$ cat config.mk
export PLATFORM = sky130hd
export DESIGN_NAME = gcd_sched_flat
export DESIGN_NICKNAME = d
export VERILOG_FILES = /design/src/rtl/gcd_sched_if.sv /design/src/rtl/gcd_sched.sv /design/src/flat_wrapper.sv
export SDC_FILE = /design/constraint.sdc
export NUM_CORES = 1
export LEC_CHECK = 0
export ABC_AREA = 0
export CAP_MARGIN = 20
export CORE_ASPECT_RATIO = 1.75
export CORE_MARGIN = 1.5
export CORE_UTILIZATION = 56
export DETAILED_ROUTE_END_ITERATION = 16
export DONT_BUFFER_PORTS = 1
export GPL_ROUTABILITY_DRIVEN = 1
export GPL_TIMING_DRIVEN = 0
export PLACE_DENSITY = 0.68
export SKIP_LAST_GASP = 1
export SLEW_MARGIN = 20
export SYNTH_ARGS = -nofsm -noshare
export SYNTH_HDL_FRONTEND = slang
export SYNTH_SLANG_ARGS = --single-unit
$ cat constraint.sdc
create_clock -name clk -period 3.57 [get_ports clk]
set_input_delay 0.5355 -clock clk [delete_from_list [all_inputs] [get_ports clk]]
set_output_delay 0.5355 -clock clk [all_outputs]
set_load 0.01 [all_outputs]
$ cat src/rtl/gcd_sched_if.sv
// Bundle between gcd_sched, its requesters and the shared subtractive GCD core.
// slave is the scheduler's view; master is the view of the surrounding logic.
interface gcd_sched_if #(
  parameter int unsigned N = 4,
  parameter int unsigned W = 8
);
  localparam int unsigned IDW = (N > 1) ? $clog2(N) : 1;

  logic [N-1:0]   req;
  logic [N*W-1:0] x_req;
  logic [N*W-1:0] y_req;
  logic [N-1:0]   ack;
  logic [W-1:0]   result;
  logic           err;
  logic           busy;
  logic [IDW-1:0] cur_id;
  logic           dp_go;
  logic [W-1:0]   dp_xin;
  logic [W-1:0]   dp_yin;
  logic           dp_done;
  logic [W-1:0]   dp_gcd;

  modport slave (
    input  req, x_req, y_req, dp_done, dp_gcd,
    output ack, result, err, busy, cur_id, dp_go, dp_xin, dp_yin
  );

  modport master (
    output req, x_req, y_req, dp_done, dp_gcd,
    input  ack, result, err, busy, cur_id, dp_go, dp_xin, dp_yin
  );
endinterface

$ cat src/rtl/gcd_sched.sv
// Round-robin scheduler sharing one subtractive GCD core between N requesters.
// Zero operands are answered locally; a watchdog aborts core runs that never finish.
module gcd_sched #(
  parameter int unsigned N   = 4,
  parameter int unsigned W   = 8,
  parameter int unsigned TMO = 2048
) (
  input  logic        clk,
  input  logic        clr,
  gcd_sched_if.slave  bus
);
  localparam int unsigned IDW = (N > 1) ? $clog2(N) : 1;
  localparam int unsigned CW  = $clog2(TMO);
  localparam logic [CW-1:0]  CNT_LAST = CW'(TMO - 1);
  localparam logic [IDW-1:0] ID_LAST  = IDW'(N - 1);

  typedef enum logic [1:0] {IDLE, LAUNCH, WAIT, RESP} state_t;

  state_t         state_q, state_n;
  logic [IDW-1:0] ptr_q, ptr_d;
  logic [IDW-1:0] cur_id_q, cur_id_d;
  logic [W-1:0]   xl_q, xl_d, yl_q, yl_d;
  logic [CW-1:0]  cnt_q, cnt_d;
  logic [W-1:0]   result_q, result_d;
  logic           err_q, err_d;
  logic [N-1:0]   ack_q, ack_d;
  logic           busy_q, busy_d;
  logic           go_q, go_d;

  logic           gnt_any;
  logic [IDW-1:0] gnt_id;
  logic [W-1:0]   win_x, win_y;
  logic           win_zero;
  logic           timeout;

  // First pending request at or above ptr, wrapping modulo N.
  always_comb begin
    gnt_any = 1'b0;
    gnt_id  = '0;
    for (int unsigned k = 0; k < N; k++) begin
      if (!gnt_any && bus.req[IDW'((32'(ptr_q) + k) % N)]) begin
        gnt_any = 1'b1;
        gnt_id  = IDW'((32'(ptr_q) + k) % N);
      end
    end
  end

  // Winner's operands.
  always_comb begin
    win_x = '0;
    win_y = '0;
    for (int unsigned i = 0; i < N; i++) begin
      if (gnt_id == IDW'(i)) begin
        win_x = bus.x_req[i*W +: W];
        win_y = bus.y_req[i*W +: W];
      end
    end
  end

  assign win_zero = (win_x == '0) || (win_y == '0);
  assign timeout  = (cnt_q == CNT_LAST);

  // State register.
  always_ff @(posedge clk) begin
    if (clr) state_q <= IDLE;
    else     state_q <= state_n;
  end

  // Next-state logic.
  always_comb begin
    state_n = state_q;
    case (state_q)
      IDLE:    if (gnt_any) state_n = win_zero ? RESP : LAUNCH;
      LAUNCH:  state_n = WAIT;
      WAIT:    if (bus.dp_done || timeout) state_n = RESP;
      RESP:    state_n = IDLE;
      default: state_n = IDLE;
    endcase
  end

  // Next values of the registered datapath and outputs.
  always_comb begin
    ptr_d    = ptr_q;
    cur_id_d = cur_id_q;
    xl_d     = xl_q;
    yl_d     = yl_q;
    cnt_d    = cnt_q;
    result_d = result_q;
    err_d    = err_q;
    case (state_q)
      IDLE: begin
        if (gnt_any) begin
          cur_id_d = gnt_id;
          xl_d     = win_x;
          yl_d     = win_y;
          if (win_zero) begin
            result_d = win_x | win_y;
            err_d    = 1'b0;
          end
        end
      end
      LAUNCH: cnt_d = '0;
      WAIT: begin
        cnt_d = cnt_q + CW'(1);
        if (bus.dp_done) begin
          result_d = bus.dp_gcd;
          err_d    = 1'b0;
        end else if (timeout) begin
          result_d = '0;
          err_d    = 1'b1;
        end
      end
      RESP: ptr_d = (cur_id_q == ID_LAST) ? '0 : cur_id_q + IDW'(1);
      default: ;
    endcase
    ack_d  = (state_n == RESP) ? (N'(1) << cur_id_d) : '0;
    busy_d = (state_n != IDLE);
    go_d   = (state_n == LAUNCH);
  end

  // Datapath and output registers.
  always_ff @(posedge clk) begin
    if (clr) begin
      ptr_q    <= '0;
      cur_id_q <= '0;
      xl_q     <= '0;
      yl_q     <= '0;
      cnt_q    <= '0;
      result_q <= '0;
      err_q    <= 1'b0;
      ack_q    <= '0;
      busy_q   <= 1'b0;
      go_q     <= 1'b0;
    end else begin
      ptr_q    <= ptr_d;
      cur_id_q <= cur_id_d;
      xl_q     <= xl_d;
      yl_q     <= yl_d;
      cnt_q    <= cnt_d;
      result_q <= result_d;
      err_q    <= err_d;
      ack_q    <= ack_d;
      busy_q   <= busy_d;
      go_q     <= go_d;
    end
  end

  assign bus.ack    = ack_q;
  assign bus.result = result_q;
  assign bus.err    = err_q;
  assign bus.busy   = busy_q;
  assign bus.cur_id = cur_id_q;
  assign bus.dp_go  = go_q;
  assign bus.dp_xin = xl_q;
  assign bus.dp_yin = yl_q;
endmodule

$ cat src/flat_wrapper.sv
// flat-port wrapper written by rule: the top's interface ports become plain ports
module gcd_sched_flat 
#(
  parameter int unsigned N   = 4,
  parameter int unsigned W   = 8,
  parameter int unsigned TMO = 2048
)
  (clk, clr, bus_req, bus_x_req, bus_y_req, bus_dp_done, bus_dp_gcd, bus_ack, bus_result, bus_err, bus_busy, bus_cur_id, bus_dp_go, bus_dp_xin, bus_dp_yin);
  gcd_sched_if #(.N(N), .W(W)) bus_i ();
  input  logic clk;
  input  logic clr;
  input wire logic [$bits(bus_i.req)-1:0] bus_req;
  input wire logic [$bits(bus_i.x_req)-1:0] bus_x_req;
  input wire logic [$bits(bus_i.y_req)-1:0] bus_y_req;
  input wire logic [$bits(bus_i.dp_done)-1:0] bus_dp_done;
  input wire logic [$bits(bus_i.dp_gcd)-1:0] bus_dp_gcd;
  output wire logic [$bits(bus_i.ack)-1:0] bus_ack;
  output wire logic [$bits(bus_i.result)-1:0] bus_result;
  output wire logic [$bits(bus_i.err)-1:0] bus_err;
  output wire logic [$bits(bus_i.busy)-1:0] bus_busy;
  output wire logic [$bits(bus_i.cur_id)-1:0] bus_cur_id;
  output wire logic [$bits(bus_i.dp_go)-1:0] bus_dp_go;
  output wire logic [$bits(bus_i.dp_xin)-1:0] bus_dp_xin;
  output wire logic [$bits(bus_i.dp_yin)-1:0] bus_dp_yin;
  assign bus_i.req = bus_req;
  assign bus_i.x_req = bus_x_req;
  assign bus_i.y_req = bus_y_req;
  assign bus_i.dp_done = bus_dp_done;
  assign bus_i.dp_gcd = bus_dp_gcd;
  assign bus_ack = bus_i.ack;
  assign bus_result = bus_i.result;
  assign bus_err = bus_i.err;
  assign bus_busy = bus_i.busy;
  assign bus_cur_id = bus_i.cur_id;
  assign bus_dp_go = bus_i.dp_go;
  assign bus_dp_xin = bus_i.dp_xin;
  assign bus_dp_yin = bus_i.dp_yin;
  gcd_sched #(.N(N), .W(W), .TMO(TMO)) u_core (.clk(clk), .clr(clr), .bus(bus_i));
endmodule
==> flow_metrics.env <==
export IMPL_power_density_mw_per_mm2=468
export IMPL_skew_ps=6.87
export IMPL_num_vias=2128
export IMPL_ir_drop_uv=498
export IMPL_first_pass_iters=4
export IMPL_top_layer_used="met4"
export IMPL_critPathMaxFanout=10
export IMPL_fin_area_mm2=0.00291
export IMPL_synthAdderAreaFrac_pct=2.75
export IMPL_root_buffer="clkbuf_8"
export IMPL_worstSetupEndpointType="register"
export IMPL_ys_ff_latch=48
export IMPL_synthMostInstantiatedCell="nor2_1"
export IMPL_synth_area_per_cell_um2=9.20
export IMPL_die_h_um=95.4
export IMPL_grt_pass1_wl_um=9610
export IMPL_wire_per_inst_um=17.5
export IMPL_fin_hold_ws_ps=332
export IMPL_setup_viol=0
export IMPL_ys_warn_count=0
export IMPL_tritoncts="yes"
export IMPL_wl_met2_um=3490
export IMPL_yosys_top_cells_count="53 x nor2_1, 48 x dfxtp_1, 40 x a21oi_1, 38 x mux2i_1, 15 x mux2_2"
export IMPL_drt_wl_total_um=6260
export IMPL_start_util_pct=58.1
export IMPL_synth_mux_area_share_pct=20.6
export IMPL_synthTopCellsByArea="dfxtp_1 35%, mux2i_1 14%, a21oi_1 7.3%, nor2_1 7.3%, mux2_2 6.2%"
export IMPL_startpoint_type="register"
export IMPL_die_w_um=55.8
export IMPL_synth_distinct_cells=42
export IMPL_post_cts_resized=0
export IMPL_drive_above_1_share_pct=15.1
export IMPL_cts_buffer_depth=2
export IMPL_drv_slew=0
export IMPL_drv_cap=0
export IMPL_first_iter_violations=50
export IMPL_synth_edf_count=0
export IMPL_antenna_found_initial=0
export IMPL_track_usage_pct=22.9
export IMPL_dieArea_mm2=0.00533
export IMPL_dpl_cell_count=349
export IMPL_cts_clk_slew_worst_paths_ps=90
export IMPL_finalNonFillerCells=357
export IMPL_syn_num_nets=382
export IMPL_grt_max_degree=16
export IMPL_syn_area_mm2=0.00273
export IMPL_diodes=0
export IMPL_grt_pass1_vias=1986
export IMPL_synth_top_cell_area_share_pct=35.1
export IMPL_numCtsBuffers=5
export IMPL_cts_sinks=48
export IMPL_status="completed"
export IMPL_coreArea_mm2=0.00471
export IMPL_synth_top_area_cell="dfxtp_1"
export IMPL_cts_setup_buffers=0
export IMPL_cts_hold_buf=0
export IMPL_final_util_pct=61.8
export IMPL_max_slew_margin_rel_pct=58.0
export IMPL_timing_fmax_mhz=368
export IMPL_synth_simple_area_share_pct=18.3
export IMPL_rsz0062_at_grt="no"
export IMPL_period_needed_ps=2720
export IMPL_tightestPinTransition_ps=629
export IMPL_grt_ovfl_total=0
export IMPL_netlist_instances=297
export IMPL_synthFlopType="dfxtp_1"
export IMPL_port_buffers=0
export IMPL_crit_type="reg2reg"
export IMPL_ys_seq_area_share_pct=35.1
export IMPL_dr_wl_met3_um=419
export IMPL_nNetsFinal=389
export IMPL_drc_errors=0
export IMPL_io_pins=112
export IMPL_synth_xor_area_share_pct=2.88
export IMPL_synth_compound_area_share_pct=15.1
export IMPL_place_hpwl_um=5030
export IMPL_syn_to_final_growth_pct=6.45
export IMPL_place_congestion=0.797
export IMPL_worstHoldPathType="in2reg"
export IMPL_clkLatencyLatePin_ps=290
export IMPL_drtAntennaViolNets=0
export IMPL_htreeDepth=2
export IMPL_fin_setup_tns_ps=0
export IMPL_critPathRequiredTime_ps=3730
export IMPL_placed_area_mm2=0.00280
export IMPL_rows=33
export IMPL_hold_violations=0
export IMPL_arrival_ps=2880
export IMPL_synth_top_family_by_area="multiplexers"
export IMPL_min_period_over_period_pct=76.1
export IMPL_via_per_inst=5.96
export IMPL_routedLengthMet1_um=2270
export IMPL_p_leak_nw=1.23
export IMPL_synthArstFlopShare_pct=0
-- stage by stage --
stage,setup WS [ps],total power [W]
after floorplan,1050,0.000916
after global placement,821,0.000987
after detailed placement,792,0.000992
after CTS,837,0.00137
after global routing,668,0.00144
final,852,0.00136
-- per-layer routing --
layer | vias up | GRT usage (%)
met4 | 0 | 5.36
li1 | 1073 | -
met1 | 963 | 23.9
met2 | 86 | 46.0
met5 | - | 0
met3 | 6 | 4.61
-- flip-flops by register name (all words and copies together) (netlist names) --
signal,cells
u_core.cnt_q,11
u_core.bus.dp_xin,8
u_core.bus.dp_yin,8
u_core.bus.result,8
u_core.bus.ack,4
u_core.bus.cur_id,2
u_core.ptr_q,2
u_core.state_q,2
u_core.bus.busy,1
u_core.bus.dp_go,1
u_core.bus.err,1
-- placed cells by master (no fill, tap or decap), types with 2 or more instances in the layout --
cell / count
clkbuf_8: 5
nor2_2: 2
nor2_1: 53
nand2_1: 9
and3_1: 3
xnor2_1: 3
nand3_1: 2
o31ai_2: 8
inv_1: 4
dfxtp_1: 48
clkbuf_1: 11
mux2i_1: 38
buf_1: 2
buf_8: 3
ha_1: 6
buf_6: 3
mux2_2: 15
or3_1: 2
nand4_1: 7
a31oi_1: 2
xor2_1: 6
a21oi_1: 40
nand4b_1: 9
nor2b_1: 2
-- worst paths after layout --
check | start | end | slack (ps) | cells past startpoint
max | u_core.ptr_q[1] | u_core.bus.result[7] | 850 | 12
min | bus_dp_done | u_core.bus.err | 330 | 1
max reg2reg | u_core.ptr_q[1] | u_core.bus.result[7] | 850 | 12
min reg2reg | u_core.cnt_q[10] | u_core.cnt_q[10] | 500 | 2
-- area by class of cell --
| cell class | count | area [um2] |
|---|---|---|
| multi-input cells | 226 | 1630 |
| clock buffers | 5 | 68.8 |
| flip-flops and latches | 48 | 961 |
| clock inverters | 3 | 42.5 |
| well taps | 52 | 65.1 |
| inverters | 4 | 15.0 |
| plain buffers | 19 | 128 |
| fillers | 433 | 1800 |
-- power by group --
group | leakage (nW) | switching, W | total, W | internal [W]
combinational | 0.784 | 0.000199 | 0.000339 | 0.000140
sequential | 0.392 | 0.0000539 | 0.000638 | 0.000584
clock | 0.0541 | 0.000179 | 0.000386 | 0.000207
total | 1.23 | 0.000432 | 0.00136 | 0.000931
-- kinds of logic after synthesis --
logic type,Yosys count
simple gates,98
compound gates,59
mux,54
flops,48
buf+inv,23
xor+xnor,9
fa+ha+maj,6
-- worst max-delay path, stage by stage (launching register included) --
cell and delay, ps:
dfxtp_1 330, buf_6 120, mux2i_1 180, nor2_1 80, nor3_4 390, buf_6 220
mux2_2 380, nand4_1 130, nor2_2 70, o21ai_4 270, and2_4 210, buf_8 140
o31ai_2 70
(Power assumes the default switching activity.)
